<file path="src/rtl/cmd_arbiter_if.sv">
// ---------------------------------------------------------------------------
// cmd_arbiter_if
// Bundles every signal between the command arbiter, its command sources and
// the single command consumer (cmd_proc).
//
//   src_cmd      sources -> arb   NUM_SRC*CMD_W  per-source command words
//   src_rdy      sources -> arb   NUM_SRC        per-source command pending
//   src_clr      arb -> sources   NUM_SRC        granted command consumed
//   src_resp_vld arb -> sources   NUM_SRC        response valid for source i
//   src_resp     arb -> sources   RESP_W         shared response bus
//   cmd          arb -> cmd_proc  CMD_W          latched command
//   cmd_rdy      arb -> cmd_proc  1              command valid
//   clr_cmd_rdy  cmd_proc -> arb  1              command consumed
//   send_resp    cmd_proc -> arb  1              response strobe
//   resp         cmd_proc -> arb  RESP_W         response value
//   owner        arb -> observer  OWN_W          granted source index
//   busy         arb -> observer  1              transaction in progress
//   tmo          arb -> observer  1              watchdog expiry pulse
//
// slave  : the arbiter side.
// master : the side that drives sources/cmd_proc and observes the arbiter.
// ---------------------------------------------------------------------------
interface cmd_arbiter_if #(
  parameter int NUM_SRC = 2,
  parameter int CMD_W   = 16,
  parameter int RESP_W  = 8
);
  localparam int OWN_W = (NUM_SRC > 1) ? $clog2(NUM_SRC) : 1;

  logic [NUM_SRC*CMD_W-1:0] src_cmd;
  logic [NUM_SRC-1:0]       src_rdy;
  logic [NUM_SRC-1:0]       src_clr;
  logic [NUM_SRC-1:0]       src_resp_vld;
  logic [RESP_W-1:0]        src_resp;
  logic [CMD_W-1:0]         cmd;
  logic                     cmd_rdy;
  logic                     clr_cmd_rdy;
  logic                     send_resp;
  logic [RESP_W-1:0]        resp;
  logic [OWN_W-1:0]         owner;
  logic                     busy;
  logic                     tmo;

  modport slave (
    input  src_cmd, src_rdy, clr_cmd_rdy, send_resp, resp,
    output src_clr, src_resp_vld, src_resp, cmd, cmd_rdy, owner, busy, tmo
  );

  modport master (
    output src_cmd, src_rdy, clr_cmd_rdy, send_resp, resp,
    input  src_clr, src_resp_vld, src_resp, cmd, cmd_rdy, owner, busy, tmo
  );
endinterface

</file>
<file path="src/rtl/cmd_arbiter.sv">
// ---------------------------------------------------------------------------
// cmd_arbiter
// Grants one of NUM_SRC command sources at a time, latches its command for
// cmd_proc with a cmd_rdy/clr_cmd_rdy handshake, and routes cmd_proc's
// response back to the granted source only. Arbitration is fixed priority
// (lowest index) or round-robin. An optional watchdog releases a hung
// transaction and answers the owner with TMO_RESP.
//
// Ports:
//   clk    in  system clock
//   rst_n  in  asynchronous active-low reset
//   bus    cmd_arbiter_if.slave  source, cmd_proc and status signals
//
// Every output is driven straight from a flop.
// ---------------------------------------------------------------------------
module cmd_arbiter #(
  parameter int                NUM_SRC  = 2,
  parameter int                CMD_W    = 16,
  parameter int                RESP_W   = 8,
  parameter int                RR       = 0,
  parameter int                TMO_CYC  = 0,
  parameter logic [RESP_W-1:0] TMO_RESP = RESP_W'(8'hEE)
) (
  input  logic               clk,
  input  logic               rst_n,
  cmd_arbiter_if.slave       bus
);

  localparam int OWN_W = (NUM_SRC > 1) ? $clog2(NUM_SRC) : 1;
  // Counter must reach TMO_CYC: a consume in the expiry cycle moves to EXEC
  // with one more increment, and that EXEC cycle then expires immediately.
  localparam int CNT_W = (TMO_CYC > 0) ? $clog2(TMO_CYC + 1) : 1;

  typedef enum logic [1:0] {
    IDLE  = 2'd0,
    GRANT = 2'd1,
    EXEC  = 2'd2
  } state_e;

  state_e              state_q, state_d;
  logic [CMD_W-1:0]    cmd_q, cmd_d;
  logic [OWN_W-1:0]    owner_q, owner_d;
  logic [OWN_W-1:0]    rr_ptr_q, rr_ptr_d;
  logic [CNT_W-1:0]    cnt_q, cnt_d;
  logic [RESP_W-1:0]   src_resp_q, src_resp_d;
  logic [NUM_SRC-1:0]  src_clr_q, src_clr_d;
  logic [NUM_SRC-1:0]  src_resp_vld_q, src_resp_vld_d;
  logic                cmd_rdy_q, cmd_rdy_d;
  logic                busy_q, busy_d;
  logic                tmo_q, tmo_d;

  logic                win_vld;
  logic [OWN_W-1:0]    win_idx;
  logic [OWN_W-1:0]    win_nxt;
  logic [CMD_W-1:0]    win_cmd;
  logic [NUM_SRC-1:0]  own_oh;
  logic                expire;

  // One-hot of the granted source, used to steer clr/response pulses.
  assign own_oh = NUM_SRC'(1) << owner_q;

  // Watchdog fires on the cycle the count reaches TMO_CYC-1 (or beyond, which
  // only happens after a consume landed exactly in the expiry cycle).
  assign expire = (TMO_CYC > 0) && (int'(cnt_q) >= TMO_CYC - 1);

  // Winner selection: every pending source gets its distance from the
  // search start (wrapping modulo NUM_SRC); the smallest distance wins.
  // Fixed priority simply searches from index 0.
  always_comb begin : arb
    int start;
    int off;
    int best;
    start   = (RR != 0) ? int'(rr_ptr_q) : 0;
    off     = 0;
    best    = NUM_SRC;
    win_vld = 1'b0;
    win_idx = '0;
    win_nxt = '0;
    win_cmd = '0;
    for (int j = 0; j < NUM_SRC; j++) begin
      off = (j >= start) ? (j - start) : (j + NUM_SRC - start);
      if (bus.src_rdy[j] && (off < best)) begin
        best    = off;
        win_vld = 1'b1;
        win_idx = OWN_W'(j);
        win_nxt = (j == NUM_SRC - 1) ? '0 : OWN_W'(j + 1);
        win_cmd = bus.src_cmd[j*CMD_W +: CMD_W];
      end
    end
  end

  // Next-state and registered-output decode.
  always_comb begin
    state_d        = state_q;
    cmd_d          = cmd_q;
    owner_d        = owner_q;
    rr_ptr_d       = rr_ptr_q;
    cnt_d          = cnt_q;
    src_resp_d     = src_resp_q;
    src_clr_d      = '0;
    src_resp_vld_d = '0;
    tmo_d          = 1'b0;

    unique case (state_q)
      IDLE: begin
        if (win_vld) begin
          state_d  = GRANT;
          cmd_d    = win_cmd;
          owner_d  = win_idx;
          rr_ptr_d = win_nxt;
          cnt_d    = '0;
        end
      end

      GRANT: begin
        if (bus.clr_cmd_rdy) begin
          src_clr_d = own_oh;
          if (bus.send_resp) begin
            // Consume and respond in one cycle: finish the transaction now.
            src_resp_d     = bus.resp;
            src_resp_vld_d = own_oh;
            state_d        = IDLE;
          end else begin
            state_d = EXEC;
            if (TMO_CYC > 0) cnt_d = cnt_q + CNT_W'(1);
          end
        end else if (expire) begin
          tmo_d          = 1'b1;
          src_resp_d     = TMO_RESP;
          src_resp_vld_d = own_oh;
          src_clr_d      = own_oh;
          state_d        = IDLE;
        end else if (TMO_CYC > 0) begin
          cnt_d = cnt_q + CNT_W'(1);
        end
      end

      EXEC: begin
        if (bus.send_resp) begin
          src_resp_d     = bus.resp;
          src_resp_vld_d = own_oh;
          state_d        = IDLE;
        end else if (expire) begin
          tmo_d          = 1'b1;
          src_resp_d     = TMO_RESP;
          src_resp_vld_d = own_oh;
          state_d        = IDLE;
        end else if (TMO_CYC > 0) begin
          cnt_d = cnt_q + CNT_W'(1);
        end
      end

      default: begin
        state_d = IDLE;
      end
    endcase

    cmd_rdy_d = (state_d == GRANT);
    busy_d    = (state_d != IDLE);
  end

  always_ff @(posedge clk or negedge rst_n) begin
    if (!rst_n) begin
      state_q        <= IDLE;
      cmd_q          <= '0;
      owner_q        <= '0;
      rr_ptr_q       <= '0;
      cnt_q          <= '0;
      src_resp_q     <= '0;
      src_clr_q      <= '0;
      src_resp_vld_q <= '0;
      cmd_rdy_q      <= 1'b0;
      busy_q         <= 1'b0;
      tmo_q          <= 1'b0;
    end else begin
      state_q        <= state_d;
      cmd_q          <= cmd_d;
      owner_q        <= owner_d;
      rr_ptr_q       <= rr_ptr_d;
      cnt_q          <= cnt_d;
      src_resp_q     <= src_resp_d;
      src_clr_q      <= src_clr_d;
      src_resp_vld_q <= src_resp_vld_d;
      cmd_rdy_q      <= cmd_rdy_d;
      busy_q         <= busy_d;
      tmo_q          <= tmo_d;
    end
  end

  assign bus.cmd          = cmd_q;
  assign bus.owner        = owner_q;
  assign bus.cmd_rdy      = cmd_rdy_q;
  assign bus.busy         = busy_q;
  assign bus.tmo          = tmo_q;
  assign bus.src_resp     = src_resp_q;
  assign bus.src_clr      = src_clr_q;
  assign bus.src_resp_vld = src_resp_vld_q;

endmodule

</file>
<file path="src/flat_wrapper.sv">
// flat-port wrapper written by rule: the top's interface ports become plain ports
module cmd_arbiter_flat 
#(
  parameter int                NUM_SRC  = 2,
  parameter int                CMD_W    = 16,
  parameter int                RESP_W   = 8,
  parameter int                RR       = 0,
  parameter int                TMO_CYC  = 0,
  parameter logic [RESP_W-1:0] TMO_RESP = RESP_W'(8'hEE)
)
  (clk, rst_n, bus_src_cmd, bus_src_rdy, bus_clr_cmd_rdy, bus_send_resp, bus_resp, bus_src_clr, bus_src_resp_vld, bus_src_resp, bus_cmd, bus_cmd_rdy, bus_owner, bus_busy, bus_tmo);
  cmd_arbiter_if #(.NUM_SRC(NUM_SRC), .CMD_W(CMD_W), .RESP_W(RESP_W)) bus_i ();
  input  logic clk;
  input  logic rst_n;
  input wire logic [$bits(bus_i.src_cmd)-1:0] bus_src_cmd;
  input wire logic [$bits(bus_i.src_rdy)-1:0] bus_src_rdy;
  input wire logic [$bits(bus_i.clr_cmd_rdy)-1:0] bus_clr_cmd_rdy;
  input wire logic [$bits(bus_i.send_resp)-1:0] bus_send_resp;
  input wire logic [$bits(bus_i.resp)-1:0] bus_resp;
  output wire logic [$bits(bus_i.src_clr)-1:0] bus_src_clr;
  output wire logic [$bits(bus_i.src_resp_vld)-1:0] bus_src_resp_vld;
  output wire logic [$bits(bus_i.src_resp)-1:0] bus_src_resp;
  output wire logic [$bits(bus_i.cmd)-1:0] bus_cmd;
  output wire logic [$bits(bus_i.cmd_rdy)-1:0] bus_cmd_rdy;
  output wire logic [$bits(bus_i.owner)-1:0] bus_owner;
  output wire logic [$bits(bus_i.busy)-1:0] bus_busy;
  output wire logic [$bits(bus_i.tmo)-1:0] bus_tmo;
  assign bus_i.src_cmd = bus_src_cmd;
  assign bus_i.src_rdy = bus_src_rdy;
  assign bus_i.clr_cmd_rdy = bus_clr_cmd_rdy;
  assign bus_i.send_resp = bus_send_resp;
  assign bus_i.resp = bus_resp;
  assign bus_src_clr = bus_i.src_clr;
  assign bus_src_resp_vld = bus_i.src_resp_vld;
  assign bus_src_resp = bus_i.src_resp;
  assign bus_cmd = bus_i.cmd;
  assign bus_cmd_rdy = bus_i.cmd_rdy;
  assign bus_owner = bus_i.owner;
  assign bus_busy = bus_i.busy;
  assign bus_tmo = bus_i.tmo;
  cmd_arbiter #(.NUM_SRC(NUM_SRC), .CMD_W(CMD_W), .RESP_W(RESP_W), .RR(RR), .TMO_CYC(TMO_CYC), .TMO_RESP(TMO_RESP)) u_core (.clk(clk), .rst_n(rst_n), .bus(bus_i));
endmodule
</file>
<file path="config.mk">
export PLATFORM = sky130hd
export DESIGN_NAME = cmd_arbiter_flat
export DESIGN_NICKNAME = d
export VERILOG_FILES = /design/src/rtl/cmd_arbiter_if.sv /design/src/rtl/cmd_arbiter.sv /design/src/flat_wrapper.sv
export SDC_FILE = /design/constraint.sdc
export NUM_CORES = 1
export LEC_CHECK = 0
export CAP_MARGIN = 20
export CORE_UTILIZATION = 43
export DETAILED_ROUTE_END_ITERATION = 8
export GPL_TIMING_DRIVEN = 0
export PLACE_DENSITY = 0.95
export SLEW_MARGIN = 20
export SYNTH_ARGS = -nofsm -noshare
export SYNTH_HDL_FRONTEND = slang
export SYNTH_SLANG_ARGS = --single-unit
</file>
<file path="constraint.sdc">
create_clock -name clk -period 3.8 [get_ports clk]
set_input_delay 0.76 -clock clk [delete_from_list [all_inputs] [get_ports clk]]
set_output_delay 0.76 -clock clk [all_outputs]
set_load 0.01 [all_outputs]
</file>
Word-level counts from Yosys, hierarchy flattened
Index checks and enable logic that the tools add are counted.
W data, S select, Z words.
{ "op_classes": {"magnitude_cmp": 1, "n_mul": 0, "n_addsub": 0, "bitwise_logic": 0, "n_eq_ne": 4, "div_mod_pow": 0, "muxes": 19, "shift": 1, "n_reduce_logical": 6} }
{ "ops": {"columns": ["operator", "n"], "rows": [
  ["$mux W16", 2],
  ["$mux W2", 9],
  ["$mux W8", 2],
  ["$pmux W8 S2", 1],
  ["$pmux W2 S3", 1],
  ["$eq A2 B1 Y1 const B", 2],
  ["$pmux W2 S2", 1],
  ["$reduce_and A2 Y1", 2],
  ["$reduce_bool A2 Y1", 2],
  ["$mux W1", 3],
  ["$eq A2 B2 Y1 const B", 1],
  ["$logic_not A2 Y1", 1],
  ["$lt A1 B2 Y1 const A", 1],
  ["$ne A2 B2 Y1 const B", 1],
  ["$shl A1 B1 Y2 const A", 1],
  ["$logic_and A1 B1 Y1", 1]
]} }
{ "totals": {"inputBits": 46, "output_inout_bits": 32, "word_cells": 39, "mem_bits_rw": 0, "latchBits": 0, "mem_bits_ro": 0, "n_memories": 0, "reg_bits": 33} }

Longest topological paths before layout
{ "logic_depth": {"depth_word": 7, "ltp_mapped": 7, "mapped_depth_nobuf": 5} }

Least setup slack after synthesis
No wires, ideal clock.
{ "synth_path": {"path_type": "in2reg", "from": "in bus_clr_cmd_rdy", "to": "reg u_core.src_resp_q[0], in the netlist u_core.bus.src_resp[0]", "t_required_ps": 3675, "setup_ps": 125, "path_slack_ps": 2196, "n_path_buf": 0, "cell_stages": 3, "t_arrival_ps": 1479, "path_cell_list": "and2_4 > o21ai_4 > mux2_2"} }
{ "synth_between": {"elab_chain_cells": 2} }
{ "synth_lines": {"columns": ["item", "line_no", "rtl"], "rows": [
  ["from (decl)", "flat_wrapper.sv:17", "input wire logic [$bits(bus_i.clr_cmd_rdy)-1:0] bus_clr_cmd_rdy;"],
  ["$ne A2 B2 Y1 (no source line)", null, null],
  ["$reduce_and A2 Y1 (no source line)", null, null],
  ["to (signal assigned)", "cmd_arbiter.sv:181", "src_resp_q <= src_resp_d;"],
  ["to (decl)", "cmd_arbiter.sv:45", "logic [RESP_W-1:0] src_resp_q, src_resp_d;"]
]} }
No other way between the ends.
A chain may end at the register's enable or synchronous reset.

Worst setup path after layout
{ "layout_path": {"from": "reg u_core.owner_q, in the netlist u_core.bus.owner", "to": "out bus_owner"} }
{ "layout_lines": {"columns": ["item", "line_no", "rtl"], "rows": [
  ["from (decl)", "cmd_arbiter.sv:42", "logic [OWN_W-1:0] owner_q, owner_d;"],
  ["from (signal assigned)", "cmd_arbiter.sv:178", "owner_q <= owner_d;"],
  ["to (decl)", "flat_wrapper.sv:25", "output wire logic [$bits(bus_i.owner)-1:0] bus_owner;"]
]} }
No word-level cell between the ends.

==> run metrics <==
outcome=completed; die area=3940 µm²; critical path cell sequence=clkdlybuf4s50_1; final std cells w/o fill=280; DR top layer=met4; Finished Cell Area=2490 µm²; Synth top area share=52.0%; WS Path Type=flop to primary output; most frequent cells in the layout=clkdlybuf4s50_1, dfrtp_1, a21oi_1, o21ai_0; Buf/Inv on CP=1; # rows=21; Nets=283; synth unique cells=26; Synth Warn #=0; min cycle time layout=2060 ps; Num CTS Buffers=5; vias=1508; initial antenna violation count=0; final wirelength=4110 µm; post-synthesis mux area share=5.67%; Worst-path clk slew=70 ps; Final TNS setup=0 ps; cell taking the most area after synthesis=dfrtp_1; dpl cell area=2410 µm²; pwr/cell area=712 nW/µm²; gpl congestion=0.765; aggregate global routing overflow=0; R2R Path Start=u_core.state_q[1]$_DFF_PN0_; max_cap viols=0; post-synthesis cell area=1590 µm²; Fmax=0.486 GHz; largest net degree at the start of global routing=32; Clock Latency Late Sink=290 ps; Final setup viols=0; most common cell after layout, fill and taps aside=clkdlybuf4s50_1; wire length per cell=14.7 µm; worst hold slack=266 ps; DR pass1 iterations=4; IO Count=78; Initial Utilization=46.2%; met2 WL post-DR=2110 µm; first-pass GRT wire length=6970 µm; register area share after synthesis=52.0%; Worst setup EP type=primary output; Avg Cell Area, Syn=10.6 µm²; dpl cells=272; RSZ-0062 raised after global routing=no; Pleak=1.00 nW; post-synth net total=200; clock sinks=33; ANT nets after route=0; Root Driver=clkbuf_8; met1 wire length=1600 µm; final worst slack=1740 ps; Worst EP required=3040 ps; area delta synth->final=56.9%; vias in the first global route=1509; WP data arrival=1300 ps; # resized after CTS=0; DRT iter0 DRCs=117; Max rail drop VDD=0.000327 V; count of final hold-check violations=0; Hold Path Class=input port to asynchronous set/reset pin; Synth Area in Simple Gates=12.9%; H-tree depth=2; Yosys reg bits=33; Crit-path slowest cell=clkdlybuf4s50_1; post-place setup slack=1560 ps; DR vias/cell=5.39; Chip Height=62.8 µm; DR WL met3=341 µm; cts hold-fix bufs=0; synth top area cells=dfrtp_1, nand3b_1, o22ai_1, a21oi_1, mux2_2; CP Launch Point=u_core.bus.owner$_DFFE_PN0P_; DP HPWL=3030 µm; startpoint types=flop; DRC Markers=0; CP max FO=5; GRT Util Overall=23.0%; die width=62.8 µm; clock tree buffer depth=2; cell family with most CP delay=buffers and inverters; CTS tree=done; Core Area=3440 µm²; layout cells sized above 1=11.1%; max-slew violation count=0; buffer count from post-CTS setup fixing=0; clk_skew=7.24 ps; combinational family with the most area after synthesis=compound AO/OA/AOI/OAI gates; post-synthesis cell count=150; post-synthesis compound-gate area fraction=21.3%; port bufs=75; fin crit share=54.2%; adder-cell share of the synthesized area=3.15%; xor/xnor share of the synthesized area=0%; ANT cells=0; slowest stage delay, CP=580 ps
synth_stat cells (all sizes together):
cell,instances
a21oi,19
a31oi,1
and2,2
and3,1
and4b,1
buf,8
clkbuf,3
conb,1
dfrtp,33
ha,4
inv,5
mux2,8
nand2,1
nand3b,16
nor2,3
nor2b,5
nor3b,1
o211ai,1
o21a,1
o21ai,19
o22ai,16
o32ai,1
through the flow:
stage,utilization [%],power (W)
6_report,72.4,0.00177
5_1_grt,72.4,0.00189
4_1_cts,72.4,0.00178
3_5_place_dp,70.1,0.00153
3_3_place_gp,69.6,0.00149
2_1_floorplan,-,0.00107
cell families after synthesis:
group,Yosys count
compound gates,58
fa+ha+maj,4
buf+inv,16
mux,8
simple gates,30
flops,33
other cells,1
cell type report:
class / count / area, µm²
flip-flops and latches: 33 / 826
well taps: 46 / 57.6
plain buffers: 11 / 56.3
multi-input cells: 101 / 688
fillers: 252 / 950
inverters: 5 / 18.8
clock buffers: 8 / 80.1
repair buffers: 76 / 766
report_power, final:
part / total [W] / internal, W / switching, W
logic: 0.000900 / 0.000504 / 0.000396
registers: 0.000623 / 0.000515 / 0.000109
clock network: 0.000250 / 0.000130 / 0.000120
final timing paths:
| kind | depth (start not counted) | slack, ps | to |
|---|---|---|---|
| max in group asynchronous | 2 | 3170 | u_core.state_q[0]$_DFF_PN0_ |
| worst max-delay path | 1 | 1740 | bus_owner |
| worst min register to register | 1 | 510 | u_core.bus.src_resp[7]$_DFFE_PN0P_ |
| worst max register to register | 5 | 2110 | u_core.bus.src_resp[6]$_DFFE_PN0P_ |
| worst min-delay path | 1 | 270 | u_core.bus.cmd[3]$_DFFE_PN0P_ |
| min in group clk | 1 | 510 | u_core.bus.src_resp[7]$_DFFE_PN0P_ |
per-layer routing:
layer	vias to the layer above	track usage, %
li1	710	-
met1	699	26.4
met2	91	40.4
met3	8	6.57
met4	0	8.72
met5	-	0
state kept, by name, indices dropped and copies added (netlist names):
register                 flops
u_core.bus.cmd              16
u_core.bus.src_resp          8
u_core.bus.src_clr           2
u_core.bus.src_resp_vld      2
u_core.state_q               2
u_core.bus.busy              1
u_core.bus.cmd_rdy           1
u_core.bus.owner             1
No activity file was read; power rests on OpenSTA's default activity.
